## config.mk

```make
export PLATFORM = sky130hd
export DESIGN_NAME = csr_file_flat
export DESIGN_NICKNAME = d
export VERILOG_FILES = /design/src/rtl/riscv_pkg.sv /design/src/rtl/csr_file_if.sv /design/src/rtl/csr_counter64.sv /design/src/rtl/csr_file.sv /design/src/flat_wrapper.sv
export SDC_FILE = /design/constraint.sdc
export NUM_CORES = 1
export LEC_CHECK = 0
export CAP_MARGIN = 5
export CORE_MARGIN = 2
export CORE_UTILIZATION = 40
export DETAILED_ROUTE_END_ITERATION = 6
export GPL_TIMING_DRIVEN = 0
export SLEW_MARGIN = 0
export SYNTH_ARGS = -nofsm -noshare
export SYNTH_HDL_FRONTEND = slang
export SYNTH_SLANG_ARGS = --single-unit
```

## constraint.sdc

```tcl
create_clock -name clk -period 9.91 [get_ports clk]
set_input_delay 2.4775 -clock clk [delete_from_list [all_inputs] [get_ports clk]]
set_output_delay 2.4775 -clock clk [all_outputs]
set_load 0.05 [all_outputs]
```

## src/rtl/riscv_pkg.sv

```systemverilog
// riscv_pkg: CSR addresses, mstatus field positions and privilege encodings
package riscv_pkg;
    typedef enum logic [1:0] {PRIV_U = 2'b00, PRIV_S = 2'b01, PRIV_M = 2'b11} priv_e;
    localparam logic [11:0] CSR_MSTATUS  = 12'h300;
    localparam logic [11:0] CSR_MISA     = 12'h301;
    localparam logic [11:0] CSR_MIE      = 12'h304;
    localparam logic [11:0] CSR_MTVEC    = 12'h305;
    localparam logic [11:0] CSR_MSCRATCH = 12'h340;
    localparam logic [11:0] CSR_MEPC     = 12'h341;
    localparam logic [11:0] CSR_MCAUSE   = 12'h342;
    localparam logic [11:0] CSR_MTVAL    = 12'h343;
    localparam logic [11:0] CSR_MIP      = 12'h344;
    localparam logic [11:0] CSR_MCYCLE   = 12'hB00;
    localparam logic [11:0] CSR_MINSTRET = 12'hB02;
    localparam logic [11:0] CSR_MCYCLEH  = 12'hB80;
    localparam logic [11:0] CSR_MINSTRETH = 12'hB82;
    localparam logic [11:0] CSR_CYCLE    = 12'hC00;
    localparam logic [11:0] CSR_INSTRET  = 12'hC02;
    localparam logic [11:0] CSR_CYCLEH   = 12'hC80;
    localparam logic [11:0] CSR_INSTRETH = 12'hC82;
    localparam logic [11:0] CSR_MHARTID  = 12'hF14;
    localparam int MSTATUS_MIE  = 3;
    localparam int MSTATUS_MPIE = 7;
    localparam int MSTATUS_MPP  = 12;
endpackage

```

## src/rtl/csr_file_if.sv

```systemverilog
// csr_file_if: execute writeback/trap signals and decode read port of the CSR file
interface csr_file_if #(parameter int XLEN = 32);
    logic            csr_wbk_v_i;
    logic [11:0]     csr_adr_i;
    logic [XLEN-1:0] csr_data_i;
    logic            exception_i;
    logic [XLEN-1:0] mcause_i;
    logic [XLEN-1:0] mtval_i;
    logic [XLEN-1:0] mepc_i;
    logic            mret_i;
    logic [1:0]      core_mode_i;
    logic            instret_i;
    logic [11:0]     csr_rd_adr_i;
    logic            csr_rd_wr_i;
    logic [XLEN-1:0] csr_rd_data_o;
    logic            csr_rd_illegal_o;
    logic [XLEN-1:0] mepc_q_o;
    logic [XLEN-1:0] mtvec_q_o;
    logic [XLEN-1:0] mstatus_q_o;
    modport master (
        output csr_wbk_v_i, csr_adr_i, csr_data_i, exception_i, mcause_i, mtval_i, mepc_i,
               mret_i, core_mode_i, instret_i, csr_rd_adr_i, csr_rd_wr_i,
        input  csr_rd_data_o, csr_rd_illegal_o, mepc_q_o, mtvec_q_o, mstatus_q_o
    );
    modport slave (
        input  csr_wbk_v_i, csr_adr_i, csr_data_i, exception_i, mcause_i, mtval_i, mepc_i,
               mret_i, core_mode_i, instret_i, csr_rd_adr_i, csr_rd_wr_i,
        output csr_rd_data_o, csr_rd_illegal_o, mepc_q_o, mtvec_q_o, mstatus_q_o
    );
endinterface

```

## src/rtl/csr_counter64.sv

```systemverilog
// csr_counter64: 64-bit counter with increment enable and independently writable halves
module csr_counter64 (
    input  logic        clk,
    input  logic        reset,
    input  logic        inc,
    input  logic        wr_lo,
    input  logic        wr_hi,
    input  logic [31:0] data,
    output logic [63:0] q
);
    // a write to either half freezes the whole counter for that cycle
    always_ff @(posedge clk) begin
        if (reset) q <= '0;
        else if (wr_lo) q[31:0] <= data;
        else if (wr_hi) q[63:32] <= data;
        else if (inc) q <= q + 64'd1;
    end
endmodule

```

## src/rtl/csr_file.sv

```systemverilog
// csr_file: machine-mode CSR storage, trap/mret state updates and decode read port
module csr_file
    import riscv_pkg::*;
#(
    parameter int              XLEN     = 32,
    parameter logic [XLEN-1:0] MISA_VAL = 'h4000_0100,
    parameter logic [XLEN-1:0] HART_ID  = '0
) (
    input logic clk,
    input logic reset,
    csr_file_if.slave bus
);
    localparam logic [XLEN-1:0] MSTATUS_MASK = XLEN'(32'h0000_1888);
    localparam logic [XLEN-1:0] MIE_MASK     = XLEN'(32'h0000_0888);
    localparam logic [XLEN-1:0] ALIGN_MASK   = ~XLEN'(3);
    logic [XLEN-1:0] mstatus, mie, mtvec, mscratch, mepc, mcause, mtval, rd_data;
    logic [63:0] mcycle, minstret;
    logic wr, mapped;
    // an exception swallows any writeback in the same cycle, counters included
    assign wr = bus.csr_wbk_v_i && !bus.exception_i;
    always_ff @(posedge clk) begin
        if (reset) begin
            {mstatus, mie, mtvec, mscratch, mepc, mcause, mtval} <= '0;
        end else if (bus.exception_i) begin
            mepc <= bus.mepc_i & ALIGN_MASK;
            mcause <= bus.mcause_i;
            mtval <= bus.mtval_i;
            mstatus[MSTATUS_MPIE] <= mstatus[MSTATUS_MIE];
            mstatus[MSTATUS_MIE] <= 1'b0;
            mstatus[MSTATUS_MPP -: 2] <= bus.core_mode_i;
        end else begin
            if (bus.mret_i) begin
                mstatus[MSTATUS_MIE] <= mstatus[MSTATUS_MPIE];
                mstatus[MSTATUS_MPIE] <= 1'b1;
                mstatus[MSTATUS_MPP -: 2] <= 2'b00;
            end
            if (wr) begin
                case (bus.csr_adr_i)
                    CSR_MSTATUS:  if (!bus.mret_i) mstatus <= bus.csr_data_i & MSTATUS_MASK;
                    CSR_MIE:      mie <= bus.csr_data_i & MIE_MASK;
                    CSR_MTVEC:    mtvec <= bus.csr_data_i & ALIGN_MASK;
                    CSR_MSCRATCH: mscratch <= bus.csr_data_i;
                    CSR_MEPC:     mepc <= bus.csr_data_i & ALIGN_MASK;
                    CSR_MCAUSE:   mcause <= bus.csr_data_i;
                    CSR_MTVAL:    mtval <= bus.csr_data_i;
                    default: ;
                endcase
            end
        end
    end
    csr_counter64 u_mcycle (
        .clk(clk), .reset(reset), .inc(1'b1),
        .wr_lo(wr && bus.csr_adr_i == CSR_MCYCLE), .wr_hi(wr && bus.csr_adr_i == CSR_MCYCLEH),
        .data(bus.csr_data_i), .q(mcycle)
    );
    csr_counter64 u_minstret (
        .clk(clk), .reset(reset), .inc(bus.instret_i && !bus.exception_i),
        .wr_lo(wr && bus.csr_adr_i == CSR_MINSTRET), .wr_hi(wr && bus.csr_adr_i == CSR_MINSTRETH),
        .data(bus.csr_data_i), .q(minstret)
    );
    always_comb begin
        rd_data = '0;
        mapped = 1'b1;
        case (bus.csr_rd_adr_i)
            CSR_MSTATUS:               rd_data = mstatus;
            CSR_MISA:                  rd_data = MISA_VAL;
            CSR_MIE:                   rd_data = mie;
            CSR_MTVEC:                 rd_data = mtvec;
            CSR_MSCRATCH:              rd_data = mscratch;
            CSR_MEPC:                  rd_data = mepc;
            CSR_MCAUSE:                rd_data = mcause;
            CSR_MTVAL:                 rd_data = mtval;
            CSR_MIP:                   rd_data = '0;
            CSR_MHARTID:               rd_data = HART_ID;
            CSR_MCYCLE, CSR_CYCLE:     rd_data = mcycle[31:0];
            CSR_MCYCLEH, CSR_CYCLEH:   rd_data = mcycle[63:32];
            CSR_MINSTRET, CSR_INSTRET: rd_data = minstret[31:0];
            CSR_MINSTRETH, CSR_INSTRETH: rd_data = minstret[63:32];
            default:                   mapped = 1'b0;
        endcase
    end
    assign bus.csr_rd_data_o = rd_data;
    assign bus.csr_rd_illegal_o = !mapped || (bus.csr_rd_wr_i && bus.csr_rd_adr_i[11:10] == 2'b11)
                                  || (bus.csr_rd_adr_i[9:8] > bus.core_mode_i);
    assign bus.mepc_q_o = mepc;
    assign bus.mtvec_q_o = mtvec;
    assign bus.mstatus_q_o = mstatus;
endmodule
```

## src/flat_wrapper.sv

```systemverilog
// flat-port wrapper written by rule: the top's interface ports become plain ports
module csr_file_flat import riscv_pkg::*;
#(
    parameter int              XLEN     = 32,
    parameter logic [XLEN-1:0] MISA_VAL = 'h4000_0100,
    parameter logic [XLEN-1:0] HART_ID  = '0
)
  (clk, reset, bus_csr_wbk_v_i, bus_csr_adr_i, bus_csr_data_i, bus_exception_i, bus_mcause_i, bus_mtval_i, bus_mepc_i, bus_mret_i, bus_core_mode_i, bus_instret_i, bus_csr_rd_adr_i, bus_csr_rd_wr_i, bus_csr_rd_data_o, bus_csr_rd_illegal_o, bus_mepc_q_o, bus_mtvec_q_o, bus_mstatus_q_o);
  csr_file_if #(.XLEN(XLEN)) bus_i ();
  input logic clk;
  input logic reset;
  input wire logic [$bits(bus_i.csr_wbk_v_i)-1:0] bus_csr_wbk_v_i;
  input wire logic [$bits(bus_i.csr_adr_i)-1:0] bus_csr_adr_i;
  input wire logic [$bits(bus_i.csr_data_i)-1:0] bus_csr_data_i;
  input wire logic [$bits(bus_i.exception_i)-1:0] bus_exception_i;
  input wire logic [$bits(bus_i.mcause_i)-1:0] bus_mcause_i;
  input wire logic [$bits(bus_i.mtval_i)-1:0] bus_mtval_i;
  input wire logic [$bits(bus_i.mepc_i)-1:0] bus_mepc_i;
  input wire logic [$bits(bus_i.mret_i)-1:0] bus_mret_i;
  input wire logic [$bits(bus_i.core_mode_i)-1:0] bus_core_mode_i;
  input wire logic [$bits(bus_i.instret_i)-1:0] bus_instret_i;
  input wire logic [$bits(bus_i.csr_rd_adr_i)-1:0] bus_csr_rd_adr_i;
  input wire logic [$bits(bus_i.csr_rd_wr_i)-1:0] bus_csr_rd_wr_i;
  output wire logic [$bits(bus_i.csr_rd_data_o)-1:0] bus_csr_rd_data_o;
  output wire logic [$bits(bus_i.csr_rd_illegal_o)-1:0] bus_csr_rd_illegal_o;
  output wire logic [$bits(bus_i.mepc_q_o)-1:0] bus_mepc_q_o;
  output wire logic [$bits(bus_i.mtvec_q_o)-1:0] bus_mtvec_q_o;
  output wire logic [$bits(bus_i.mstatus_q_o)-1:0] bus_mstatus_q_o;
  assign bus_i.csr_wbk_v_i = bus_csr_wbk_v_i;
  assign bus_i.csr_adr_i = bus_csr_adr_i;
  assign bus_i.csr_data_i = bus_csr_data_i;
  assign bus_i.exception_i = bus_exception_i;
  assign bus_i.mcause_i = bus_mcause_i;
  assign bus_i.mtval_i = bus_mtval_i;
  assign bus_i.mepc_i = bus_mepc_i;
  assign bus_i.mret_i = bus_mret_i;
  assign bus_i.core_mode_i = bus_core_mode_i;
  assign bus_i.instret_i = bus_instret_i;
  assign bus_i.csr_rd_adr_i = bus_csr_rd_adr_i;
  assign bus_i.csr_rd_wr_i = bus_csr_rd_wr_i;
  assign bus_csr_rd_data_o = bus_i.csr_rd_data_o;
  assign bus_csr_rd_illegal_o = bus_i.csr_rd_illegal_o;
  assign bus_mepc_q_o = bus_i.mepc_q_o;
  assign bus_mtvec_q_o = bus_i.mtvec_q_o;
  assign bus_mstatus_q_o = bus_i.mstatus_q_o;
  csr_file #(.XLEN(XLEN), .MISA_VAL(MISA_VAL), .HART_ID(HART_ID)) u_core (.clk(clk), .reset(reset), .bus(bus_i));
endmodule
```

==> results by group, run 1 <==
Outcome
  – Status: completed

Worst setup path
  – Crit-path cells: clkdlybuf4s50_1 > clkbuf_1 > buf_1 > mux4_2 > a222oi_1 > nand3_1 > clkdlybuf4s50_1
  – Critical path type: input port to output pin
  – Worst endpoint required time: between 7 and 8 ns
  – Critical path data arrival time: between 6 and 7 ns
  – CP bufs+invs: 4
  – Reg2reg start: u_core.u_mcycle.q[1]$_SDFFE_PP0P_
  – CP max-delay cell: a222oi_1
  – CP delay by family, top: buffers and inverters
  – Crit end category: output pin
  – CP startpoint kind: input port
  – Critical-path maximum fanout: 10
  – Crit Reg-Reg Endpoint: u_core.u_mcycle.q[46]$_SDFFE_PP0N_
  – Slowest stage delay, CP: 0.97 ns
  – Reg-to-reg slack, setup: 6.34 ns
  – Cell mode on critical path: clkdlybuf4s50_1
  – Cells on worst reg2reg path: 9

Synthesis
  – Yosys warns: 0
  – Synth Area per Inst: ~8 um^2
  – Synth async-reset ratio: 0%
  – EDFF count, synth: 0
  – Main synth FF type: dfxtp_1
  – Seq/Total Area, Yosys: 33.4%
  – Post-synthesis cell type count: 76
  – Post-Syn Instances: 2177
  – Mapped Area: 17400 um^2
  – Seq cells post-synth: 291

Place
  – Pre-CTS setup slack: 0.704 ns
  – Port bufs: 225
  – Gp weighted congestion: between 0.9 and 1
  – Dpl hpwl: 67.4 mm

STA
  – RSZ-0062 raised after global routing: no
  – Fmax: between 100 and 150 MHz
  – Setup TNS: 0 ns
  – Hold_ws: ~0.45 ns
  – # setup viols final: 0
  – Tcrit/Tclk final: 94.5%
  – Worst Max-Slew Pin Slew: 1.29 ns
  – Final min period: 9.37 ns
  – Hold Fails Final Rpt: 0
  – Fin. max-slew vios: 0
  – Slew HR: 14.0%
  – Worst setup margin: ~0.54 ns
  – Clock Skew: ~0.017 ns

Drt
  – DRC errors left: 0
  – Final ANT Viol Nets: 0
  – DR WL/cell: 28.7 um
  – Via count: 19100
  – DRT iter0 DRCs: 2639
  – Vias per cell: 6.18
  – Pre-antenna DRT Iters: 7
  – WL final: 88.6 mm

Global route
  – GR Util All Layers: 38.4%
  – First-pass GRT wire length: 126 mm
  – Largest net degree at the start of global routing: 13
  – Number of global-route vias before repair: 18100
  – Gr ovfl total: 0
  – Initial antenna violation count: 4

Pwr
  – Lkg Pwr: 7.63 nW
  – Total power: ~0.0030 W
  – PwrDens: 137 nW/um^2
  – Peak VDD IR: approximately 0.13 mV

Worst hold path
  – End of the worst hold path: u_core.mscratch[1]$_SDFFE_PP0P_
  – Hold Path Depth: 2
  – HP Class: flip-flop to flip-flop
  – Worst hold start: u_core.mscratch[1]$_SDFFE_PP0P_

Clock tree
  – Worst-skew pair later-pin latency: 0.57 ns
  – CTS buffer count: 37
  – CTS-repair resized insts: 0
  – CTS Buffer Depth: 3
  – Post-CTS Setup Repair Bufs: 0
  – Clk sinks: roughly 290
  – Cts hold-fix bufs: 0
  – Clock root buffer: clkbuf_16
  – Number of H-tree levels: 2
  – Clk slew on worst S/H paths: 0.06 ns
  – CTS tree: done

Die
  – Die H: 213 um
  – DIE AREA: around 45000 um^2
  – Die width: 213 um
  – I/O pin total: 290
  – Core area: about 43000 um^2
  – Row count: between 70 and 80
  – Initial Util: 40.5%

Finish
  – Ratio of cells with drive above 1 in the final layout: 10.4%
  – Nets: 2638
  – Area grow syn2layout: 24.9%

Job
  – Maxcap violations: 0
-- metal layers --
metal | GRT usage, % | wire length, um | vias to the layer above | part of all wire, %
met5 | 0 | 43 | - | 0.049
li1 | - | - | 8513 | -
met3 | 8.57 | 8830 | 264 | 10
met4 | 19.7 | 4910 | 6 | 5.5
met1 | 48.1 | 34400 | 9160 | 39
met2 | 62.1 | 40500 | 1125 | 46
-- cell usage after synthesis (53+ instances only) --
cell	n	area share, %
nor2_1	222	4.8
nand2_1	308	6.6
mux2_2	72	4.7
dfxtp_1	291	33
a21oi_1	171	4.9
nor3_1	54	1.6
nand4_1	58	2.1
a22oi_1	53	2.3
clkbuf_1	135	2.9
nand3_1	85	2.4
o21ai_0	58	1.7
mux2i_1	106	6.1
-- through the flow --
step / instances / utilization [%] / area, um^2
floorplan: 2208 / - / 17500
global placement: 3018 / 47.7 / 20500
detailed placement: 3018 / 47.7 / 20500
CTS: 3085 / 50.6 / 21700
global route: 3086 / 50.6 / 21800
finish: 3087 / 50.6 / 21800
-- worst min-delay path, stage by stage (launching register included) --
cell and delay (ns):
dfxtp_1 0.31, nand2_1 0.05, a21oi_1 0.05
-- kinds of logic (layout without fill, tap and decap cells) --
family / count (synthesis) / count (layout) / synth area share (%)
and+or+nand+nor: 916 / 916 / 25.6
AOI/OAI and AO/OA: 472 / 472 / 17.6
DFF: 291 / 291 / 33.4
buffers and inverters: 238 / 531 / 6.23
muxes: 205 / 205 / 14.2
xor gates and xnor gates: 50 / 50 / 2.51
adders and majority gates: 4 / 4 / 0.287
other: 1 / 33 / 0.0215
-- power by group --
part / total [W] / switching [W] / internal, W / leakage [nW]
Clock: 0.00139 / 0.000577 / 0.000815 / 0.599
Sequential: 0.00121 / 0.0000201 / 0.00119 / 2.36
Combinational: 0.000367 / 0.000229 / 0.000137 / 4.67
-- worst max-delay path by stage --
| stage | start | endpoint | slack [ns] | cells past startpoint |
|---|---|---|---|---|
| 2_1_floorplan | bus_csr_rd_adr_i[8] | bus_csr_rd_data_o[12] | 2.84 | 7 |
| 3_3_place_gp | bus_csr_rd_adr_i[0] | bus_csr_rd_data_o[24] | 0.67 | 7 |
| 3_5_place_dp | bus_csr_rd_adr_i[0] | bus_csr_rd_data_o[25] | 0.70 | 7 |
| 4_1_cts | bus_csr_rd_adr_i[0] | bus_csr_rd_data_o[25] | 0.69 | 7 |
| 5_1_grt | bus_csr_rd_adr_i[0] | bus_csr_rd_data_o[29] | 0.41 | 10 |
| 6_report | bus_csr_rd_adr_i[0] | bus_csr_rd_data_o[22] | 0.54 | 7 |
-- sequential cells by signal, indices dropped and copies added, names as in the netlist --
| signal | count |
|---|---|
| u_core.bus.mepc_q_o | 30 |
| u_core.bus.mstatus_q_o | 4 |
| u_core.bus.mtvec_q_o | 30 |
| u_core.mcause | 32 |
| u_core.mie | 3 |
| u_core.mscratch | 32 |
| u_core.mtval | 32 |
| u_core.u_mcycle.q | 64 |
| u_core.u_minstret.q | 64 |
-- final cells by class --
class                   instances  area (um^2)
diodes                          1         2.50
plain buffers                 217         1010
clock buffers                  58         1140
clock inverters                 9         76.3
fillers                      4302        21200
inverters                      21         78.8
multi-input cells            1679        10600
flip-flops and latches        291         5830
well taps                     585          732
repair buffers                226         2280
-- cells in the final DEF (no fill, tap or decap), types with 10 or more instances in the layout --
master | synthesis | layout
buf_4 | 37 | 37
dfxtp_1 | 291 | 291
nor4_1 | 31 | 31
a211oi_1 | 42 | 42
xnor2_1 | 32 | 32
mux2i_1 | 106 | 106
a22oi_1 | 53 | 53
mux2_2 | 72 | 72
clkbuf_16 | 0 | 39
and3_1 | 18 | 18
clkbuf_1 | 135 | 145
inv_1 | 21 | 21
clkdlybuf4s50_1 | 0 | 225
nand2_1 | 308 | 308
and2_1 | 20 | 20
nand3_1 | 85 | 85
a222oi_1 | 33 | 33
mux4_2 | 27 | 27
a31oi_1 | 37 | 37
xor2_1 | 18 | 18
or2_2 | 11 | 11
a21oi_1 | 171 | 171
buf_1 | 11 | 11
o21ai_0 | 58 | 58
or4_1 | 13 | 13
nand4_1 | 58 | 58
o21a_1 | 32 | 32
nor2_1 | 222 | 222
conb_1 | 1 | 32
buf_2 | 28 | 28
nor3_1 | 54 | 54
and4_1 | 19 | 19
nand3b_1 | 10 | 10
Power figures use the tool's default switching activity.
==> run 2: changes to the inputs <==
==> constraint.sdc (replaced) <==
create_clock -name clk -period 12 [get_ports clk]
set_input_delay 3 -clock clk [delete_from_list [all_inputs] [get_ports clk]]
set_output_delay 3 -clock clk [all_outputs]
set_load 0.05 [all_outputs]
==> results of run 2 <==
Same layout as run 1 (identical final DEF). Status: completed.
Among the figures that moved: setup slack after placement 0.704 ns -> 1.75 ns; setup slack after layout 0.543 ns -> 1.59 ns; register-to-register setup slack 6.34 ns -> 8.43 ns; total power 0.00297 W -> 0.00246 W; worst IR drop on VDD 0.133 mV -> 0.110 mV
==> run 3: changes to the inputs <==
--- a/config.mk
+++ b/config.mk
@@ -13,4 +13,5 @@
 export SLEW_MARGIN = 0
 export SYNTH_ARGS = -nofsm -noshare
 export SYNTH_HDL_FRONTEND = slang
+export SYNTH_HIERARCHICAL = 1
 export SYNTH_SLANG_ARGS = --single-unit
==> run 3 against run 2 <==
Sequential share of layout area decreased by 1.7 points. Combinational power is 20% higher. Clock skew down 0.0044 ns. Die area is 6.4% higher. Largest power group unchanged. Sequential cell count stayed put. Power increased by 3.0%. Via count increased by 11%. Clock power about the same. Hold slack improved by 0.0069 ns. The flow now finishes with violations (DRC). Register-to-register slack better by 0.12 ns.
==> results by group, run 3 <==
Clock tree
  – Clock root buffer: clkbuf_16 (unchanged)
  – CTS tree: done (unchanged)
  – Clk slew on worst S/H paths: 0.06 ns (about the same)
  – Clk sinks: 291 (unchanged)
  – CTS Buffer Depth: 3 (unchanged)
  – CTS buffer count: 37 (unchanged)
  – Post-CTS Setup Repair Bufs: 0 (unchanged)
  – Number of H-tree levels: 2 (unchanged)
  – Cts hold-fix bufs: 0 (unchanged)
  – CTS-repair resized insts: 0 (unchanged)
  – Worst-skew pair later-pin latency: 0.58 ns (was 0.57 ns)

Drt
  – WL final: 97.3 mm (was 88.6 mm)
  – Final ANT Viol Nets: 0 (unchanged)
  – Via count: 21300 (was 19100)
  – DRT iter0 DRCs: 3196 (was 2639)
  – Pre-antenna DRT Iters: 7 (unchanged)
  – Vias per cell: 6.49 (was 6.18)
  – DRC errors left: 1 (was 0)
  – DR WL/cell: 29.7 um (was 28.7 um)

Synthesis
  – Most frequent cell after synthesis: nand2_1 (unchanged)
  – Synth Area per Inst: 8.02 um^2 (was 8.00 um^2)
  – Top cells by area, synth: dfxtp_1 (31%), nand2_1 (6.0%), mux2i_1 (4.0%) (was dfxtp_1 (33%), nand2_1 (6.6%), mux2i_1 (6.1%))
  – Synth async-reset ratio: 0% (unchanged)
  – EDFF count, synth: 0 (unchanged)
  – Mapped Area: 18500 um^2 (was 17400 um^2)
  – Post-synthesis cell type count: 89 (was 76)
  – Post-synth top area cell: dfxtp_1 (unchanged)
  – Post-Syn Instances: 2314 (was 2177)
  – Main synth FF type: dfxtp_1 (unchanged)
  – Yosys warns: 6 (was 0)
  – Seq cells post-synth: 291 (unchanged)
  – Share of the synthesized area in the top cell type: 31.4% (was 33.4%)
  – Seq/Total Area, Yosys: 31.4% (was 33.4%)
  – Synth cell count leaders: nand2_1 (295), dfxtp_1 (291), nor2_1 (177), clkbuf_1 (135), a21oi_1 (131) (was nand2_1 (308), dfxtp_1 (291), nor2_1 (222), a21oi_1 (171), clkbuf_1 (135))

Global route
  – Largest net degree at the start of global routing: 13 (unchanged)
  – GR Util All Layers: 39.3% (was 38.4%)
  – Gr ovfl total: 0 (unchanged)
  – First-pass GRT wire length: 137 mm (was 126 mm)
  – Initial antenna violation count: 5 (was 4)
  – Number of global-route vias before repair: 19800 (was 18100)

Worst setup path
  – Crit-path cells: clkdlybuf4s50_1 > nor4bb_1 > nor2_1 > nor4_1 > a32oi_1 > o21ai_0 > clkdlybuf4s50_1 (was clkdlybuf4s50_1 > clkbuf_1 > buf_1 > mux4_2 > a222oi_1 > nand3_1 > clkdlybuf4s50_1)
  – Crit end category: output pin (unchanged)
  – CP bufs+invs: 2 (was 4)
  – CP delay by family, top: simple AND/OR/NAND/NOR gates (was buffers and inverters)
  – CP max-delay cell: clkdlybuf4s50_1 (was a222oi_1)
  – CP startpoint kind: input port (unchanged)
  – Critical path data arrival time: 7.22 ns (was 7.41 ns)
  – Worst endpoint required time: 9.00 ns (about the same)
  – Critical path type: input port to output pin (unchanged)
  – Cell mode on critical path: clkdlybuf4s50_1 (unchanged)
  – Critical-path maximum fanout: 6 (was 10)
  – Slowest stage delay, CP: 0.94 ns (was 0.97 ns)

STA
  – RSZ-0062 raised after global routing: no (unchanged)
  – Tcrit/Tclk final: 85.2% (was 86.8%)
  – Worst setup margin: 1.78 ns (was 1.59 ns)
  – Setup TNS: 0 ns (unchanged)
  – Slew HR: 16.0% (was 14.0%)
  – Fmax: 97.8 MHz (was 96.0 MHz)
  – Hold Fails Final Rpt: 0 (unchanged)
  – Final min period: 10.22 ns (was 10.41 ns)
  – Worst Max-Slew Pin Slew: 1.26 ns (was 1.29 ns)
  – Fin. max-slew vios: 0 (unchanged)
  – Clock Skew: 0.0128 ns (was 0.0172 ns)
  – # setup viols final: 0 (unchanged)

Pwr
  – Comb pwr share: 14.4% (was 12.3%)
  – Lkg Pwr: 8.04 nW (was 7.63 nW)
  – Sw Share: 29.3% (was 27.8%)
  – Peak VDD IR: 0.0868 mV (was 0.110 mV)
  – Seq pwr share: 40.5% (was 40.9%)
  – Cell Int Power: 0.00179 W (was 0.00177 W)
  – Sw Pwr: 0.000740 W (was 0.000682 W)
  – PwrDens: 109 nW/um^2 (was 113 nW/um^2)
  – Clk pwr share: 45.1% (was 46.8%)

Outcome
  – Status: complete, but fails checks (was completed)
  – Violations in the final reports: DRC

Finish
  – Final Util: 50.9% (was 50.6%)
  – Area of the multi-input gates: 11800 um^2 (was 10600 um^2)
  – Ratio of cells with drive above 1 in the final layout: 10.4% (about the same)
  – Most frequent cells in the layout: nand2_1 (295), dfxtp_1 (291), clkdlybuf4s50_1 (251), nor2_1 (177), clkbuf_1 (145) (was nand2_1 (308), dfxtp_1 (291), clkdlybuf4s50_1 (225), nor2_1 (222), a21oi_1 (171))
  – Register Area: 5830 um^2 (unchanged)
  – Top Registers: u_core/u_mcycle/q x64, u_core/u_minstret/q x64 (was u_core.u_mcycle.q x64, u_core.u_minstret.q x64)
  – Commonest non-fill, non-tap cell in the layout: nand2_1 (unchanged)
  – FILL cells: 4413 (was 4302)
  – Area grow syn2layout: 25.0% (was 24.9%)
  – Nets: 2810 (was 2638)

Place
  – Dpl hpwl: 72.7 mm (was 67.4 mm)
  – Port bufs: 251 (was 225)
  – Pre-CTS setup slack: 2.05 ns (was 1.75 ns)
  – Gp weighted congestion: 0.994 (was 0.981)

Die
  – Die width: 219 um (was 213 um)
  – Core area: 45600 um^2 (was 43000 um^2)
  – Initial Util: 40.7% (was 40.5%)
  – Row count: 78 (was 76)
  – DIE AREA: 48100 um^2 (was 45200 um^2)
  – Die H: 219 um (was 213 um)
  – I/O pin total: 290 (unchanged)

Worst hold path
  – HP Class: flip-flop to flip-flop (unchanged)

Job
  – Maxcap violations: 0 (unchanged)
[run 3: path summary, 6_finish.rpt]
kind                                                     startpoint                              endpoint  slack [ns]  cells after the start
worst max-delay path                           bus_csr_rd_adr_i[10]                  bus_csr_rd_data_o[7]        1.78                      7
worst min-delay path               u_core/mscratch[21]$_SDFFE_PP0P_      u_core/mscratch[21]$_SDFFE_PP0P_        0.46                      2
worst max register to register  u_core/u_minstret/q[5]$_SDFFE_PP0P_  u_core/u_minstret/q[53]$_SDFFE_PP0P_        8.55                      5
worst min register to register     u_core/mscratch[21]$_SDFFE_PP0P_      u_core/mscratch[21]$_SDFFE_PP0P_        0.46                      2
[run 3: stage by stage]
step	area (um^2)	power [W]	cells	hold slack, ns
2_1_floorplan	18700	0.00122	2353	0.433
3_3_place_gp	22000	0.00139	3204	0.440
3_5_place_dp	22000	0.00140	3206	0.448
4_1_cts	23200	0.00252	3272	0.456
5_1_grt	23200	0.00258	3272	0.478
6_report	23200	0.00253	3275	0.457
[run 3: routing by layer]
layer	share of wire, %	track usage (%)	up-vias
li1	-	-	9226
met1	39	50.3	10200
met2	44	61.0	1529
met3	11	7.75	305
met4	6.5	23.5	8
met5	0.059	0	-
[run 3: cells by family after synthesis]
logic type                 Yosys count  synth area share, %
DFF                                291                 31.4
muxes                              172                 11.8
and+or+nand+nor                   1092                 30.5
other                                2               0.0405
buffers and inverters              252                 6.06
adders and majority gates            4                0.270
xor gates and xnor gates            56                 2.64
AOI/OAI and AO/OA                  445                 17.3
[run 3: power groups by stage]
stage,Combinational [W],Sequential [W],Clock (W)
floorplan,0.000166,0.00105,0
global route,0.000375,0.00103,0.00118
global placement,0.000349,0.00104,0
finish,0.000363,0.00102,0.00114
detailed placement,0.000352,0.00104,0
CTS,0.000354,0.00102,0.00114
[run 3: cell type report]
class                   instances  area share [%]
clock inverters                 8           0.394
multi-input cells            1810            50.7
plain buffers                 217            4.28
flip-flops and latches        291            25.1
clock buffers                  58            4.81
diodes                          3          0.0324
repair buffers                253            10.9
inverters                      35           0.566
well taps                     600            3.24
[run 3: tightest hold or removal path, stage by stage (launching register included)]
cell,delay [ns]
dfxtp_1,0.31
nand2_1,0.05
a21oi_1,0.05
